==> config.mk <==
export PLATFORM = sky130hd
export DESIGN_NAME = subtractor_seq
export DESIGN_NICKNAME = d
export VERILOG_FILES = /design/src/rtl/subtractor_seq.sv
export SDC_FILE = /design/constraint.sdc
export NUM_CORES = 1
export LEC_CHECK = 0
export ABC_AREA = 1
export CORE_MARGIN = 4
export CORE_UTILIZATION = 30
export CTS_CLUSTER_DIAMETER = 50
export DETAILED_ROUTE_END_ITERATION = 6
export SYNTH_ARGS = -nofsm -noshare
export SYNTH_HDL_FRONTEND = slang
export SYNTH_SLANG_ARGS = --single-unit
==> constraint.sdc <==
create_clock -name clk -period 3.6 [get_ports clk]
set_input_delay 0.36 -clock clk [delete_from_list [all_inputs] [get_ports clk]]
set_output_delay 0.36 -clock clk [all_outputs]
set_load 0.05 [all_outputs]
==> src/rtl/subtractor_seq.sv <==
`default_nettype none
// ============================================================================
//  Module   : subtractor_seq
//  Purpose  : Multi-cycle subtractor, diff = in1 - in2 - bin, CHUNK bits per
//             cycle LSB first through a registered borrow, start/busy/done.
//  Revision : 1.0  initial release
// ============================================================================
module subtractor_seq #(
  parameter int WIDTH = 32,
  parameter int CHUNK = 8
) (
  input  logic             clk,
  input  logic             rst,
  input  logic             start,
  input  logic [WIDTH-1:0] in1,
  input  logic [WIDTH-1:0] in2,
  input  logic             bin,
  output logic             busy,
  output logic             done,
  output logic [WIDTH-1:0] diff,
  output logic             bout,
  output logic             ovf,
  output logic             zero
);

  localparam int NCHUNK = WIDTH / CHUNK;
  localparam int CNT_W  = (NCHUNK > 1) ? $clog2(NCHUNK) : 1;
  localparam logic [CNT_W-1:0] LAST_CNT = CNT_W'(NCHUNK - 1);

  typedef enum logic [1:0] {
    S_IDLE = 2'd0,
    S_RUN  = 2'd1,
    S_DONE = 2'd2
  } state_t;

  state_t           state_q, state_d;
  logic [CNT_W-1:0] cnt_q, cnt_d;
  logic [WIDTH-1:0] a_q, a_d;
  logic [WIDTH-1:0] b_q, b_d;
  logic [WIDTH-1:0] res_q, res_d;
  logic             borrow_q, borrow_d;
  logic             sa_q, sa_d;
  logic             sb_q, sb_d;
  logic [WIDTH-1:0] diff_q, diff_d;
  logic             bout_q, bout_d;
  logic             ovf_q, ovf_d;
  logic             zero_q, zero_d;

  logic [CHUNK:0]   w_sub;
  logic [WIDTH-1:0] w_res_shift;

  // Top bit of the (CHUNK+1)-bit difference is the borrow out of this chunk.
  assign w_sub = {1'b0, a_q[CHUNK-1:0]} - {1'b0, b_q[CHUNK-1:0]}
               - {{CHUNK{1'b0}}, borrow_q};

  generate
    if (CHUNK == WIDTH) begin : g_single
      assign w_res_shift = w_sub[CHUNK-1:0];
    end else begin : g_multi
      assign w_res_shift = {w_sub[CHUNK-1:0], res_q[WIDTH-1:CHUNK]};
    end
  endgenerate

  always_comb begin
    state_d  = state_q;
    cnt_d    = cnt_q;
    a_d      = a_q;
    b_d      = b_q;
    res_d    = res_q;
    borrow_d = borrow_q;
    sa_d     = sa_q;
    sb_d     = sb_q;
    diff_d   = diff_q;
    bout_d   = bout_q;
    ovf_d    = ovf_q;
    zero_d   = zero_q;

    case (state_q)
      S_IDLE, S_DONE: begin
        if (start) begin
          a_d      = in1;
          b_d      = in2;
          borrow_d = bin;
          sa_d     = in1[WIDTH-1];
          sb_d     = in2[WIDTH-1];
          res_d    = '0;
          cnt_d    = '0;
          state_d  = S_RUN;
        end else begin
          state_d  = S_IDLE;
        end
      end
      S_RUN: begin
        a_d      = a_q >> CHUNK;
        b_d      = b_q >> CHUNK;
        borrow_d = w_sub[CHUNK];
        res_d    = w_res_shift;
        cnt_d    = cnt_q + CNT_W'(1);
        if (cnt_q == LAST_CNT) begin
          state_d = S_DONE;
          diff_d  = w_res_shift;
          bout_d  = w_sub[CHUNK];
          zero_d  = (w_res_shift == '0);
          ovf_d   = (sa_q != sb_q) && (w_res_shift[WIDTH-1] != sa_q);
        end
      end
      default: state_d = S_IDLE;
    endcase
  end

  always_ff @(posedge clk or posedge rst) begin
    if (rst) begin
      state_q  <= S_IDLE;
      cnt_q    <= '0;
      a_q      <= '0;
      b_q      <= '0;
      res_q    <= '0;
      borrow_q <= 1'b0;
      sa_q     <= 1'b0;
      sb_q     <= 1'b0;
      diff_q   <= '0;
      bout_q   <= 1'b0;
      ovf_q    <= 1'b0;
      zero_q   <= 1'b0;
    end else begin
      state_q  <= state_d;
      cnt_q    <= cnt_d;
      a_q      <= a_d;
      b_q      <= b_d;
      res_q    <= res_d;
      borrow_q <= borrow_d;
      sa_q     <= sa_d;
      sb_q     <= sb_d;
      diff_q   <= diff_d;
      bout_q   <= bout_d;
      ovf_q    <= ovf_d;
      zero_q   <= zero_d;
    end
  end

  assign busy = (state_q == S_RUN);
  assign done = (state_q == S_DONE);
  assign diff = diff_q;
  assign bout = bout_q;
  assign ovf  = ovf_q;
  assign zero = zero_q;

endmodule
`default_nettype wire

Word level (Yosys, flattened, before mapping)
Index checks and enable logic that the tools add are counted.
{"block": "word_totals", "ff_bits": 138, "out_inout_bits": 37}
{"block": "classes", "n_addsub": 3, "n_eq_ne": 7, "reduce_logical": 8, "muxes": 13}
{"cell": "case mux 32 bit (2 select lines)", "count": 3}
{"cell": "2-to-1 mux 32 bit", "count": 3}
{"cell": "zero test 32 bit", "count": 1}
{"cell": "subtractor 8 x 8 -> 9 bit", "count": 1}
{"cell": "subtractor 9 x 1 -> 9 bit", "count": 1}
{"cell": "case mux 2 bit (2 select lines)", "count": 2}
{"cell": "AND reduction 2 bit", "count": 3}
{"cell": "== test 2 bit (second input constant)", "count": 2}
{"cell": "2-to-1 mux 2 bit", "count": 2}
{"cell": "adder 2 x 1 -> 2 bit (second input constant)", "count": 1}
{"cell": "== test 2 x 1 -> 1 bit (second input constant)", "count": 1}
{"cell": "zero test 2 bit", "count": 1}
{"cell": "2-to-1 mux 1 bit", "count": 2}
{"cell": "inequality test 1 bit", "count": 2}
{"cell": "inequality test 2 x 1 -> 1 bit (second input constant)", "count": 1}
{"cell": "inequality test 2 bit (second input constant)", "count": 1}
{"cell": "case mux 1 bit (2 select lines)", "count": 1}
{"cell": "nonzero test 2 bit", "count": 1}
{"cell": "OR reduction 2 bit", "count": 1}
{"cell": "logical AND 1 bit", "count": 1}

Depth between registers and ports, before layout
{"block": "depth", "word_depth": 4, "depth_mapped": 13, "mapped_depth_nobuf": 13}

Worst setup path after synthesis
No wires, ideal clock.
{"block": "synth_path", "path_type": "flip-flop to flip-flop", "startpoint": "register a_q[0]", "endpoint": "register ovf_q (netlist: ovf)", "setup_ps": 118, "period_less_slack_ps": 1843, "n_path_buf": 0, "t_arrival_ps": 1725, "path_stages_with_launch": 11, "t_required_ps": 3482, "slack_ps": 1757, "path_cell_list": "dfrtp_1 fa_1 ha_1 nand2_1 nand3_1 nand2_1 nand4_1 nand2_1 o21ai_0 nand3_1 nand2_1"}
{"block": "synth_between", "elab_chain_len": 4}
{"element": "start: declaration", "line": "38", "rtl": "logic [WIDTH-1:0] a_q, a_d;"}
{"element": "start signal: assignment", "line": "115", "rtl": "a_q <= '0;"}
{"element": "start signal: assignment", "line": "128", "rtl": "a_q <= a_d;"}
{"element": "subtractor 8 x 8 -> 9 bit", "line": "53", "rtl": "assign w_sub = {1'b0, a_q[CHUNK-1:0]} - {1'b0, b_q[CHUNK-1:0]}"}
{"element": "subtractor 9 x 1 -> 9 bit", "line": "54", "rtl": "- {{CHUNK{1'b0}}, borrow_q};"}
{"element": "inequality test 1 bit", "line": "104", "rtl": "ovf_d = (sa_q != sb_q) && (w_res_shift[WIDTH-1] != sa_q);"}
{"element": "logical AND 1 bit", "line": "104"}
{"element": "end signal: assignment", "line": "136", "rtl": "ovf_q <= ovf_d;"}
{"element": "end: declaration", "line": "46", "rtl": "logic ovf_q, ovf_d;"}
Every way passes these cells.
A chain may end at the register's enable or synchronous reset.

Final worst setup path
{"block": "layout_path", "startpoint": "register state_q[0]", "endpoint": "output busy"}
{"block": "layout_between", "elab_chain_len": 1}
{"element": "start: declaration", "line": "36", "rtl": "state_t state_q, state_d;"}
{"element": "start signal: assignment", "line": "126", "rtl": "state_q <= state_d;"}
{"element": "== test 2 x 1 -> 1 bit", "line": "141", "rtl": "assign busy = (state_q == S_RUN);"}
{"element": "end: declaration", "line": "18", "rtl": "output logic busy,"}
Every way passes these cells.

==> summary.txt <==
GLOBAL ROUTING
----------------------------------------------------------------------------------------
Global route overflow                                                                  0
Largest net degree at the start of global routing                                    131
Via count of the first global-routing pass                                         4,527
Initial antenna violation count                                                        0
First-pass GRT wire length                                                      24.04 mm
All-Layer GR Usage                                                                13.54%

LOGIC SYNTHESIS
----------------------------------------------------------------------------------------
Cells after Synth                                                                    612
Average cell area after synthesis                                              9.885 µm²
Synthesized area                                                            0.006050 mm²
Library cells used by synthesis                                                       28
Ys Warns                                                                               0
Sequential fraction of the synthesis area                                         53.77%
Total nets after synthesis                                                           695
Flops & latches, synth                                                               130

ROUTING
----------------------------------------------------------------------------------------
Final WL                                                                        14.46 mm
Routed vias/inst                                                                   4.618
Via count                                                                          4,535
DR WL/cell                                                                      14.73 µm
Final routed DRC violation total                                                       0
Drt pass-1 iters                                                                       4
Iteration-0 DRC Markers                                                              263
Number of nets still failing antenna checks after routing                              0

FLOORPLAN
----------------------------------------------------------------------------------------
Effective utilization at floorplan                                                30.78%
Core Region                                                                  0.01965 mm²
Number of top-level pins                                                             105
DIE HEIGHT                                                                      150.0 µm
FP Rows                                                                               51
Overall die width                                                               150.0 µm
Overall die area                                                             0.02250 mm²

CLOCK TREE
----------------------------------------------------------------------------------------
Post-CTS setup buffer count                                                            0
Deepest level of the CTS H-tree                                                        4
Hold bufs inserted after CTS                                                           0
Clock tree root driver cell                                                    clkbuf_16
CTS tree                                                                             yes
Source-to-sink clock delay at the later pin of the worst-skew pair               0.42 ns
Register clock-pin slew on the reported worst setup and hold paths               0.05 ns
Max clock buf depth                                                                    2
CTS Buf Count                                                                         17
Post_cts resized                                                                       0
Sink Count                                                                           130

TIMING
----------------------------------------------------------------------------------------
RSZ-0062 raised after global routing                                               false
Max Slew Vio Count                                                                     0
Worst Clk Skew                                                               0.009333 ns
Setup Total Neg Slack                                                               0 ns
Final period demand of the worst path                                           2.502 ns
Headroom to the max-slew limit                                                    19.00%
Worst slack on hold paths                                                      0.4679 ns
Setup violations, final                                                                0
Final Hold Vio Count                                                                   0
Portion of the clock cycle consumed by the worst path in the final layout         69.50%
Upper clock frequency limit                                                   0.3997 GHz
Actual transition at the worst max-transition pin                               1.215 ns

CRITICAL PATH
----------------------------------------------------------------------------------------
Type of the worst setup path                                                flip-flop to primary output
Data required time at the worst endpoint                                         3.24 ns
Endpoint class of the critical path                                         primary output
Crit path DAT                                                                    2.14 ns
Maximum fanout encountered on the critical timing path                                35
Critical path startpoint category                                              flip-flop

FINAL LAYOUT
----------------------------------------------------------------------------------------
Top library cells by usage in the layout, fill and taps aside               dfrtp_1 (130), clkdlybuf4s50_1 (104), inv_1 (102)
Post-route cell area                                                        0.007944 mm²
Register area                                                               0.003253 mm²
Final-stage net count                                                                788
Fraction of layout instances using a drive strength above 1                       11.72%
Area of the multi-input gates                                               0.002172 mm²
Filler cells                                                                       2,009
Synthesis-to-layout area growth                                                   31.31%
Most common cell after layout, fill and taps aside                               dfrtp_1
Diode insertion count for antenna repair                                               0

POWER AND IR DROP
----------------------------------------------------------------------------------------
Worst-case vdd ir drop                                                       0.0004822 V
Total leakage power                                                          0.003512 µW
Areal power density over the cells                                           1135 mW/mm²

PLACE
----------------------------------------------------------------------------------------
Post-DP HPWL                                                                    9.778 mm
Post-DP Area                                                                0.007249 mm²
Global placement routability congestion                                           0.8144
Port Buffers                                                                         104

OUTCOME
----------------------------------------------------------------------------------------
Result of the run                                                           finished clean

WORST HOLD PATH
----------------------------------------------------------------------------------------
Type of the worst min-delay path                                            input pin to asynchronous set/reset pin

JOB
----------------------------------------------------------------------------------------
Reported max-cap violation count                                                       0

cell type report:
cell class,count,area share [%]
well taps,265,4.174
flip-flops and latches,130,40.95
inverters,107,5.150
clock inverters,8,2.473
repair buffers,108,13.64
multi-input cells,341,27.34
clock buffers,23,6.269
report_power, final:
part	total [µW]	leakage, µW	internal, µW	switching, µW
sequential	2450	0.00160	2150	298
combinational	4570	0.00158	1600	2980
clock	2000	0.000336	1390	611
total	9020	0.00351	5140	3880
metal layers:
metal	up-vias	part of all wire, %	global-route usage, %
li1	2242	-	-
met1	2161	50	19.45
met2	112	43	19.13
met3	20	5.6	4.270
met4	0	1.8	4.803
met5	-	0	0
cell usage after synthesis, drive strengths merged:
cell type | n | area share [%]
a211oi | 7 | 1.4
a21o | 1 | 0.12
a21oi | 3 | 0.25
a221oi | 34 | 8.4
a22o | 1 | 0.14
buf | 28 | 3.3
clkbuf | 6 | 0.37
dfrtp | 130 | 54
fa | 2 | 0.66
ha | 13 | 2.7
inv | 107 | 6.7
nand2 | 89 | 5.8
nand3 | 11 | 0.91
nand3b | 2 | 0.25
nand4 | 8 | 0.83
nor2 | 38 | 2.8
nor3 | 48 | 4.0
o21a | 2 | 0.25
o21ai | 51 | 4.2
o22ai | 31 | 3.2
cell families after synthesis:
group                    synth area share (%)
adder cells (fa/ha/maj)                 3.351
buffers and inverters                   10.32
AND/OR/NAND/NOR                         14.48
flip-flops                              53.77
AO/OA/AOI/OAI                           18.08
metrics by stage:
stage	std cells	utilization, %	total power [µW]	worst slack (ns)
after floorplan	612	-	6018	1.631
after global placement	951	36.89	7001	1.168
after detailed placement	951	36.89	7068	1.118
after CTS	982	40.42	9105	1.044
after global routing	982	40.42	9765	0.9579
final	982	40.42	9020	1.098
worst max-delay path, cell delays in order, from the launching register on:
cell and delay, ns:
dfrtp_1 0.45, nand2_4 0.40, clkinv_2 0.14, clkdlybuf4s50_1 0.73
state kept, by name, indices dropped and copies added, names as in the netlist:
register	cells
state_q	2
diff	32
sa_q	1
ovf	1
borrow_q	1
a_q	32
sb_q	1
cnt_q	2
res_q	24
zero	1
b_q	32
bout	1
worst paths after layout:
check                           start  endpoint  slack, ns  cells after the start
min                               rst   diff[0]       0.47                      3
min reg2reg                  cnt_q[0]  cnt_q[0]       0.48                      1
min in group clk             cnt_q[0]  cnt_q[0]       0.48                      1
max reg2reg                state_q[0]   a_q[20]       1.22                      5
max                        state_q[0]      busy       1.10                      3
max in group asynchronous         rst    a_q[1]       2.56                      3
No activity file was read; power rests on OpenSTA's default activity.
